### config.mk
export PLATFORM = sky130hd
export DESIGN_NAME = fetch_unit
export DESIGN_NICKNAME = d
export VERILOG_FILES = /design/src/rtl/fetch_unit.sv
export SDC_FILE = /design/constraint.sdc
export NUM_CORES = 1
export LEC_CHECK = 0
export ABC_AREA = 1
export CELL_PAD_IN_SITES_DETAIL_PLACEMENT = 1
export CELL_PAD_IN_SITES_GLOBAL_PLACEMENT = 1
export CORE_UTILIZATION = 44
export CTS_CLUSTER_SIZE = 30
export DETAILED_ROUTE_END_ITERATION = 10
export PLACE_DENSITY_LB_ADDON = 0.1
export SLEW_MARGIN = 20
export SYNTH_ARGS = -nofsm -noshare
export SYNTH_HDL_FRONTEND = slang
export SYNTH_SLANG_ARGS = --single-unit
### constraint.sdc
create_clock -name clock -period 5.46 [get_ports clock]
set_input_delay 1.092 -clock clock [delete_from_list [all_inputs] [get_ports clock]]
set_output_delay 1.092 -clock clock [all_outputs]
set_load 0.03 [all_outputs]
### src/rtl/fetch_unit.sv
// fetch_unit: single-outstanding instruction fetcher feeding a DEPTH-entry {pc, word} buffer
module fetch_unit #(
  parameter int ADDR_W = 32,
  parameter logic [ADDR_W-1:0] RESET_VECTOR = ADDR_W'(32'h0040_0000),
  parameter int DEPTH = 4
) (
  input  logic              clock,
  input  logic              reset,
  output logic              imem_req_valid,
  output logic [ADDR_W-1:0] imem_req_addr,
  input  logic              imem_req_ready,
  input  logic              imem_rsp_valid,
  input  logic [31:0]       imem_rsp_data,
  input  logic              redirect_valid,
  input  logic [ADDR_W-1:0] redirect_target,
  output logic              inst_valid,
  output logic [31:0]       inst_data,
  output logic [ADDR_W-1:0] inst_pc,
  input  logic              inst_ready
);
  localparam int AW = $clog2(DEPTH);
  localparam int CW = $clog2(DEPTH + 1);
  typedef enum logic [1:0] {S_REQ, S_WAIT, S_DROP} state_t;
  state_t state, state_n;
  logic [ADDR_W-1:0] pc, addr, target;
  logic hold, stale, accept, push, pop;
  logic [AW-1:0] rp, wp;
  logic [CW-1:0] count;
  logic [ADDR_W-1:0] pc_mem [DEPTH];
  logic [31:0] word_mem [DEPTH];
  always_comb begin
    target = redirect_target & ~ADDR_W'(3);
    imem_req_valid = !reset && state == S_REQ && (hold || count < CW'(DEPTH));
    imem_req_addr = hold ? addr : pc;
    accept = imem_req_valid && imem_req_ready;
    push = state == S_WAIT && imem_rsp_valid && !redirect_valid;
    inst_valid = count != '0;
    pop = inst_valid && inst_ready && !redirect_valid;
    inst_data = inst_valid ? word_mem[rp] : '0;
    inst_pc = inst_valid ? pc_mem[rp] : '0;
    state_n = state == S_REQ  ? (accept ? ((redirect_valid || stale) ? S_DROP : S_WAIT) : S_REQ) :
              state == S_WAIT ? (imem_rsp_valid ? S_REQ : (redirect_valid ? S_DROP : S_WAIT)) :
                                (imem_rsp_valid ? S_REQ : S_DROP);
  end
  // a request still in flight across reset must have its response swallowed afterwards
  always_ff @(posedge clock) begin
    if (reset) begin
      state <= (state != S_REQ && !imem_rsp_valid) ? S_DROP : S_REQ;
      pc <= RESET_VECTOR;
      count <= '0;
      rp <= '0;
      wp <= '0;
      hold <= 1'b0;
      stale <= 1'b0;
    end else begin
      state <= state_n;
      pc <= redirect_valid ? target : (accept && !stale) ? pc + ADDR_W'(4) : pc;
      hold <= imem_req_valid && !imem_req_ready;
      stale <= imem_req_valid && !imem_req_ready && (stale || redirect_valid);
      rp <= pop ? rp + AW'(1) : rp;
      wp <= redirect_valid ? rp : push ? wp + AW'(1) : wp;
      count <= redirect_valid ? '0 : count + CW'(push) - CW'(pop);
    end
  end
  always_ff @(posedge clock) begin
    if (imem_req_valid && !hold) addr <= pc;
    if (push) begin
      pc_mem[wp] <= addr;
      word_mem[wp] <= imem_rsp_data;
    end
  end
endmodule

[Word level (Yosys, flattened, before mapping)]
Memory sizes are Yosys's and may differ from the RTL's. A register that Yosys moved wholly into a read port is not among the register bits.
Index checks and enable logic that the tools add are counted.
Cells by class
  add/sub/neg operators: 5
  multipliers: 0
  div/mod/pow operators: 0
  magnitude comparators: 1
  equality and inequality tests: 1
  shifts and indexed selects: 0
  muxes and demuxes: 22
  bitwise operators: 0
  reduce and logical (&&, ||, !) cells: 26
Operator list (number)
  two-way mux 32 bit: 5
  adder 32 x 3 -> 32 bit, second input constant: 1
  two-way mux 2 bit: 15
  logical AND 1 bit: 12
  zero test 1 bit: 6
  nonzero test 2 bit: 3
  adder 2 x 1 -> 2 bit, second input constant: 2
  adder 3 x 1 -> 3 bit: 1
  less-than comparator 3 bit, second input constant: 1
  nonzero test 3 bit: 1
  subtractor 3 x 1 -> 3 bit: 1
  == test 2 x 1 -> 1 bit, second input constant: 1
  zero test 2 bit: 1
  logical OR 1 bit: 2
  two-way mux 1 bit: 2
  OR reduction 2 bit: 1
Storage, ports and cells
  register bits after elaboration: 75
  bits in latches: 0
  RAM bits: 256
  memory bits (read-only): 0
  memories: 2
Memories
  pc_mem: words 4, width 32, rd ports 1, clocked after Yosys merged registers in 1, wr ports 1, RTL line 29  | logic [ADDR_W-1:0] pc_mem [DEPTH];
  word_mem: words 4, width 32, rd ports 1, clocked after Yosys merged registers in 1, wr ports 1, RTL line 30  | logic [31:0] word_mem [DEPTH];

[Longest topological paths before layout]
Gate-level depths: netlist of run 1.
  word-level depth: 7
  gate-level depth with buffers: 11
  depth with buffers taken out: 10

[Least setup slack after synthesis of run 1]
No wires, ideal clock.
  path type: input to register
  start point: input port redirect_valid
  end point: memory pc_mem[0][10] (enable)
  library setup time: 0.482 ns
  arrival: 4.145 ns
  slack: 0.833 ns
  stages: 4
  path buffers: 1
  cells stage by stage: buf_2 -> nor2_1 -> inv_1 -> nor2_1
Between the ends
  cells in the longest elaborated chain, start to end: 4
RTL lines
  start: declaration: RTL line 14  | input logic redirect_valid,
  zero test 1 bit: RTL line 36  | push = state == S_WAIT && imem_rsp_valid && !redirect_valid;
  logical AND 1 bit: RTL line 36
  two-way mux 1 bit: RTL line 67  | if (push) begin
  two-way mux 1 bit (implied by the code): RTL line 68  | pc_mem[wp] <= addr;
  end: declaration: RTL line 29
No other way between the ends.

==> impl_metrics.csv, run 1 <==
group,metric,value,unit
sta,skew,14.99,ps
global_route,track_usage,23.56,%
synth,synthCells,1311,
hold_path,hold_path_class,"flop to flop",
synth,synth_warnings,0,
critical_path,cp-end-kind,"output pin",
finish,layout_commonest_cell,"nor2_1",
finish,fin_nets,1542,
floorplanning,fp.coreArea,30590,um^2
synth,synth_compound_area_share,10.24,%
critical_path,path_common_cell,"nor2_1",
sta,report.final.slew_viol_count,0,
sta,setup_tns,0,ps
critical_path,worst-path-buf-inv,2,
synth,syn_avg_cell_area,10.43,um^2
critical_path,critPathTopFamily,"buffers and inverters",
critical_path,worstPathCellList,"buf_4 > nor2_1 > nor2_1 > o21ai_0 > a21oi_1 > clkdlybuf4s50_1",
finish,final_util,55.05,%
synth,ys_ff_latch,321,
finish,fin_cells,1884,
drt,drt_iter0_markers,556,
clocking,clkTransAtPathRegs,60,ps
synth,synth_edf_count,278,
pwr,ir_drop,0.0001570,V
floorplanning,die_y,178.3,um
floorplanning,start_util,44.72,%
finish,mostFrequentLayoutCells,"nor2_1 (309), edfxtp_1 (278), nand2_1 (180)",
global_route,antenna_found_initial,0,
clocking,cts_buffers,35,
sta,slew_headroom,35.74,%
pwr,power.density,326.6,nW/um^2
pwr,total_power,5.500,mW
critical_path,cp.required,4370,ps
finish,fillers,3291,
synth,synth_ff_type,"edfxtp_1",
sta,rsz0062_at_grt,"no",
drt,drc,0,
critical_path,arrival,3480,ps
critical_path,path_class,"flop to output pin",
synth,synth_top_family_by_area,"simple AND/OR/NAND/NOR gates",
placement,place_inst,1823,
finish,diodes,0,
sta,holdWs,468.3,ps
floorplanning,dieArea,31800,um^2
critical_path,start_kind,"flop",
drt,via_per_inst,5.268,
drt,wl,36740,um
global_route,grt_pass1_wl,56780,um
pwr,p_leak,5.738,nW
global_route,overflow,0,
floorplanning,die_w,178.3,um
critical_path,cp_slowest_stage_delay,760,ps
global_route,grt_pass1_vias,10430,
clocking,cts_buffer_depth,3,
status,status,"completed",
global_route,grt_max_degree,79,
drt,ant_nets,0,
synth,async_flop_share,0,%
job,cap_viol_max_count,0,
clocking,root_buffer,"clkbuf_16",
floorplanning,row_count,64,
drt,first_pass_iters,7,
floorplanning,io_pins,168,
synth,synthSimpleGateAreaFrac,17.02,%
clocking,clock-sinks,321,
clocking,clk_latency,510,ps
synth,synth-xor-area-share,0.4482,%
placement,gp_congestion,0.8790,
synth,yosysSeqAreaShare,67.32,%
sta,fmax,218.8,MHz
sta,finalHoldViolCount,0,
sta,period_needed,4570,ps
sta,finalSetupViolations,0,
drt,vias,9925,
synth,synth_cell_type_count,38,
clocking,cts_resized,0,
clocking,cts_tree,"yes",
synth,syn-cell-area,13680,um^2
critical_path,slowest_stage,"buf_4",
synth,synthMuxAreaShare,0,%
drt,routedWlPerCell,19.50,um
placement,io_buffers,161,
sta,fin_crit_sh,83.70,%
finish,drive_gt1_share,7.863,%
synth,post_synth_fa_ha_maj_area_fraction,0.7866,%
clocking,htree_levels,2,
sta,tightest_slew,963.9,ps
clocking,holdBufCountCts,0,
placement,post-dp-hpwl,23900,um
clocking,cts_setup_buffers,0,
finish,areaGrowthSynthToFinish,23.09,%
critical_path,crit_fanout,78,
## through the flow
stage | instance area [um^2] | setup slack [ps]
final | 16840 | 890.0
after global routing | 16840 | 763.8
after floorplan | 13690 | 832.6
after CTS | 16840 | 861.9
after global placement | 15700 | 1443
after detailed placement | 15700 | 1446
## cell families (layout without fill, tap and decap cells)
kind of cell	Yosys count	after routing
other cells	1	4
fa+ha+maj	8	8
compound gates	275	275
flops	321	321
buf+inv	137	311
simple gates	562	562
xor+xnor	7	7
## cells in the mapped netlist, types with 2 or more instances
library cell,instances,area [um^2]
a21oi_1,86,430.4
a31oi_1,7,43.79
buf_1,4,15.01
buf_2,12,60.06
buf_4,6,45.04
buf_6,2,22.52
clkbuf_1,45,168.9
clkinv_1,2,7.510
dfxtp_1,43,860.8
edfxtp_1,278,8348
ha_1,7,87.58
inv_1,59,221.5
inv_2,6,22.52
nand2_1,180,675.7
nand2_2,8,50.05
nand2_4,2,22.52
nand3_1,29,145.1
nand4_1,5,31.28
nor2_1,313,1175
nor2_2,11,68.82
nor2_4,7,78.83
nor3_2,2,20.02
o21ai_0,174,870.8
o21ai_1,4,20.02
xnor2_1,2,17.52
xor2_1,5,43.79
## flip-flops by register name, summed over array words and instances (netlist names), named ones only
signal,flops
addr,30
count,3
hold,1
pc,30
pc_mem,120
rp,2
stale,1
state,2
word_mem,128
wp,2
## path summary, 6_finish.rpt
path	start	end	slack (ps)	cells past startpoint
worst min-delay path	pc[2]$_SDFFE_PP0P_	addr[2]$_DFFE_PP_	470	0
worst max register to register	count[2]$_SDFF_PP0_	count[2]$_SDFF_PP0_	2640	9
worst min register to register	pc[2]$_SDFFE_PP0P_	addr[2]$_DFFE_PP_	470	0
worst max-delay path	flop	inst_pc[11]	890	6
## metal layers
metal	part of all wire, %	track usage [%]	vias to the layer above
li1	-	-	4764
met1	43	28.94	4866
met2	51	42.80	230
met3	3.7	3.026	65
met4	2.5	7.345	0
met5	0	0	-
## report_power, final
part | switching, mW | leakage [nW] | internal [mW] | total [mW]
sequential | 0.0669 | 2.88 | 2.73 | 2.80
clock | 0.931 | 0.557 | 1.42 | 2.35
combinational | 0.214 | 2.30 | 0.134 | 0.348
## worst reg2reg max path, cell delays in order (launching register included)
cell	delay, ps
dfxtp_1	360
nor3_4	770
nor2_1	240
ha_1	350
inv_1	40
ha_1	200
fa_1	380
xnor2_1	190
xnor2_1	140
nor2_1	50
## cell type report
class                   instances  area, um^2  share of cell area, %
well taps                     396       495.5                  2.942
flip-flops and latches        321        9214                  54.72
repair buffers                182        1794                  10.66
multi-input cells             856        3944                  23.42
clock buffers                  44       952.2                  5.655
clock inverters                17       182.7                  1.085
inverters                      68       256.5                  1.523
No activity file was read; power rests on OpenSTA's default activity.
==> inputs of run 2 (changes only) <==
==> constraint.sdc (replaced) <==
create_clock -name clock -period 4.5 [get_ports clock]
set_input_delay 0.9 -clock clock [delete_from_list [all_inputs] [get_ports clock]]
set_output_delay 0.9 -clock clock [all_outputs]
set_load 0.03 [all_outputs]
==> impl_metrics.csv, run 2 (synthesis results as in run 1) <==
group,metric,value,unit
sta,fmax,266.1,MHz
clocking,clkTransAtPathRegs,60,ps
finish,diodes,0,
placement,dp_slack,1050,ps
clocking,cts_buffer_depth,3,
placement,io_buffers,161,
hold_path,worstHoldStart,"pc[2]$_SDFFE_PP0P_",
sta,finalHoldViolCount,0,
clocking,cts_resized,0,
clocking,holdBufCountCts,0,
sta,tightest_slew,839.1,ps
critical_path,crit_fanout,38,
sta,rsz0062_at_grt,"no",
pwr,power.density,391.0,nW/um^2
clocking,htree_levels,2,
finish,drive_gt1_share,8.059,%
floorplanning,start_util,44.72,%
critical_path,path_class,"flop to output pin",
floorplanning,fp.coreArea,30590,um^2
drt,drc,0,
sta,setup_tns,0,ps
placement,post-dp-hpwl,22390,um
finish,fin_nets,1540,
critical_path,rr_worst_depth,10,
clocking,cts_setup_buffers,0,
critical_path,rr_endpoint,"count[2]$_SDFF_PP0_",
critical_path,cp-end-kind,"output pin",
sta,finalSetupViolations,0,
sta,slew_headroom,44.06,%
finish,final_util,55.18,%
drt,drt_iter0_markers,634,
global_route,grt_pass1_vias,10190,
critical_path,arrival,2860,ps
sta,holdWs,465.4,ps
finish,largest_register_ffs,128,
finish,fillers,3288,
global_route,antenna_found_initial,1,
sta,skew,12.21,ps
global_route,overflow,0,
drt,vias,9836,
global_route,grt_max_degree,125,
drt,wl,36120,um
drt,routedWlPerCell,19.16,um
floorplanning,io_pins,168,
pwr,ir_drop,0.0002150,V
clocking,cts_tree,"yes",
critical_path,start_kind,"flop",
placement,gp_congestion,0.9112,
global_route,track_usage,23.02,%
clocking,clk_latency,520,ps
critical_path,reg2reg_from,"count[2]$_SDFF_PP0_",
hold_path,hold_path_class,"flop to flop",
finish,top_regs,"word_mem (128), pc_mem (120)",
critical_path,cp.required,3600,ps
sta,fin_ws,741.8,ps
global_route,grt_pass1_wl,55200,um
sta,report.final.slew_viol_count,0,
floorplanning,die_y,178.3,um
hold_path,hold_depth,0,
finish,regMostFlops,"word_mem",
critical_path,rrSetupSlack,1930,ps
sta,fin_crit_sh,83.52,%
clocking,cts_buffers,36,
drt,ant_nets,0,
finish,areaGrowthSynthToFinish,23.39,%
drt,first_pass_iters,4,
clocking,root_buffer,"clkbuf_16",
finish,layout_commonest_cell,"nor2_1",
status,status,"completed",
hold_path,min_to,"addr[2]$_DFFE_PP_",
clocking,clock-sinks,321,
job,cap_viol_max_count,0,
floorplanning,dieArea,31800,um^2
drt,via_per_inst,5.218,
pwr,p_leak,5.740,nW
finish,mostFrequentLayoutCells,"nor2_1 (309), edfxtp_1 (278), nand2_1 (180)",
floorplanning,row_count,64,
floorplanning,die_w,178.3,um
sta,period_needed,3758,ps
-- run 2: cell count changes in the layout (fill, tap and decap cells not counted) --
cell and delta:
bufinv_16 -2, buf_4 -9, buf_12 +6, clkinvlp_4 +2, clkinv_2 +4, inv_8 -1
inv_6 +2, clkbuf_1 -3, clkinv_1 +1, clkbuf_8 +1
-- run 2: worst max path at each step --
stage	from	endpoint	slack [ps]
after global placement	reset	imem_req_valid	1080
after floorplan	redirect_valid	pc_mem[0][10]$_DFFE_PP_	60
after CTS	flop	inst_pc[11]	680
final	flop	inst_data[31]	740
after global routing	flop	inst_pc[31]	550
after detailed placement	reset	imem_req_valid	1050
-- run 2: worst max-delay path, cell delays in order (launching register included) --
cell and delay, ps:
dfxtp_4 350, inv_2 460, buf_4 400, o21ai_0 160, a21oi_1 220, clkdlybuf4s50_1 740
-- run 2: power breakdown --
group | switching (mW) | internal (mW) | leakage, nW | total (mW)
Sequential | 0.0783 | 3.31 | 2.88 | 3.39
Combinational | 0.259 | 0.163 | 2.31 | 0.422
Clock | 1.15 | 1.63 | 0.553 | 2.79
Total | 1.49 | 5.11 | 5.74 | 6.60
-- run 2: area by class of cell --
class	instances	area, um^2	share of cell area, %
flip-flops and latches	321	9214	54.59
multi-input cells	856	3944	23.37
inverters	68	256.5	1.520
well taps	396	495.5	2.936
repair buffers	179	1847	10.94
clock buffers	42	954.7	5.656
clock inverters	23	167.7	0.9933
-- run 2: routing by layer --
metal / vias to the layer above / GRT usage [%] / wire [um]
li1: 4769 / - / -
met1: 4803 / 29.16 / 15620
met2: 207 / 40.57 / 18160
met3: 55 / 3.431 / 1529
met4: 2 / 6.850 / 794
met5: - / 0 / 13
-- run 2: stage by stage --
step / instances / total power, mW / area, um^2
6_report: 1885 / 6.600 / 16880
5_1_grt: 1885 / 6.815 / 16880
4_1_cts: 1885 / 6.664 / 16880
3_5_place_dp: 1820 / 3.877 / 15760
3_3_place_gp: 1820 / 3.862 / 15760
2_1_floorplan: 1314 / 3.651 / 13690
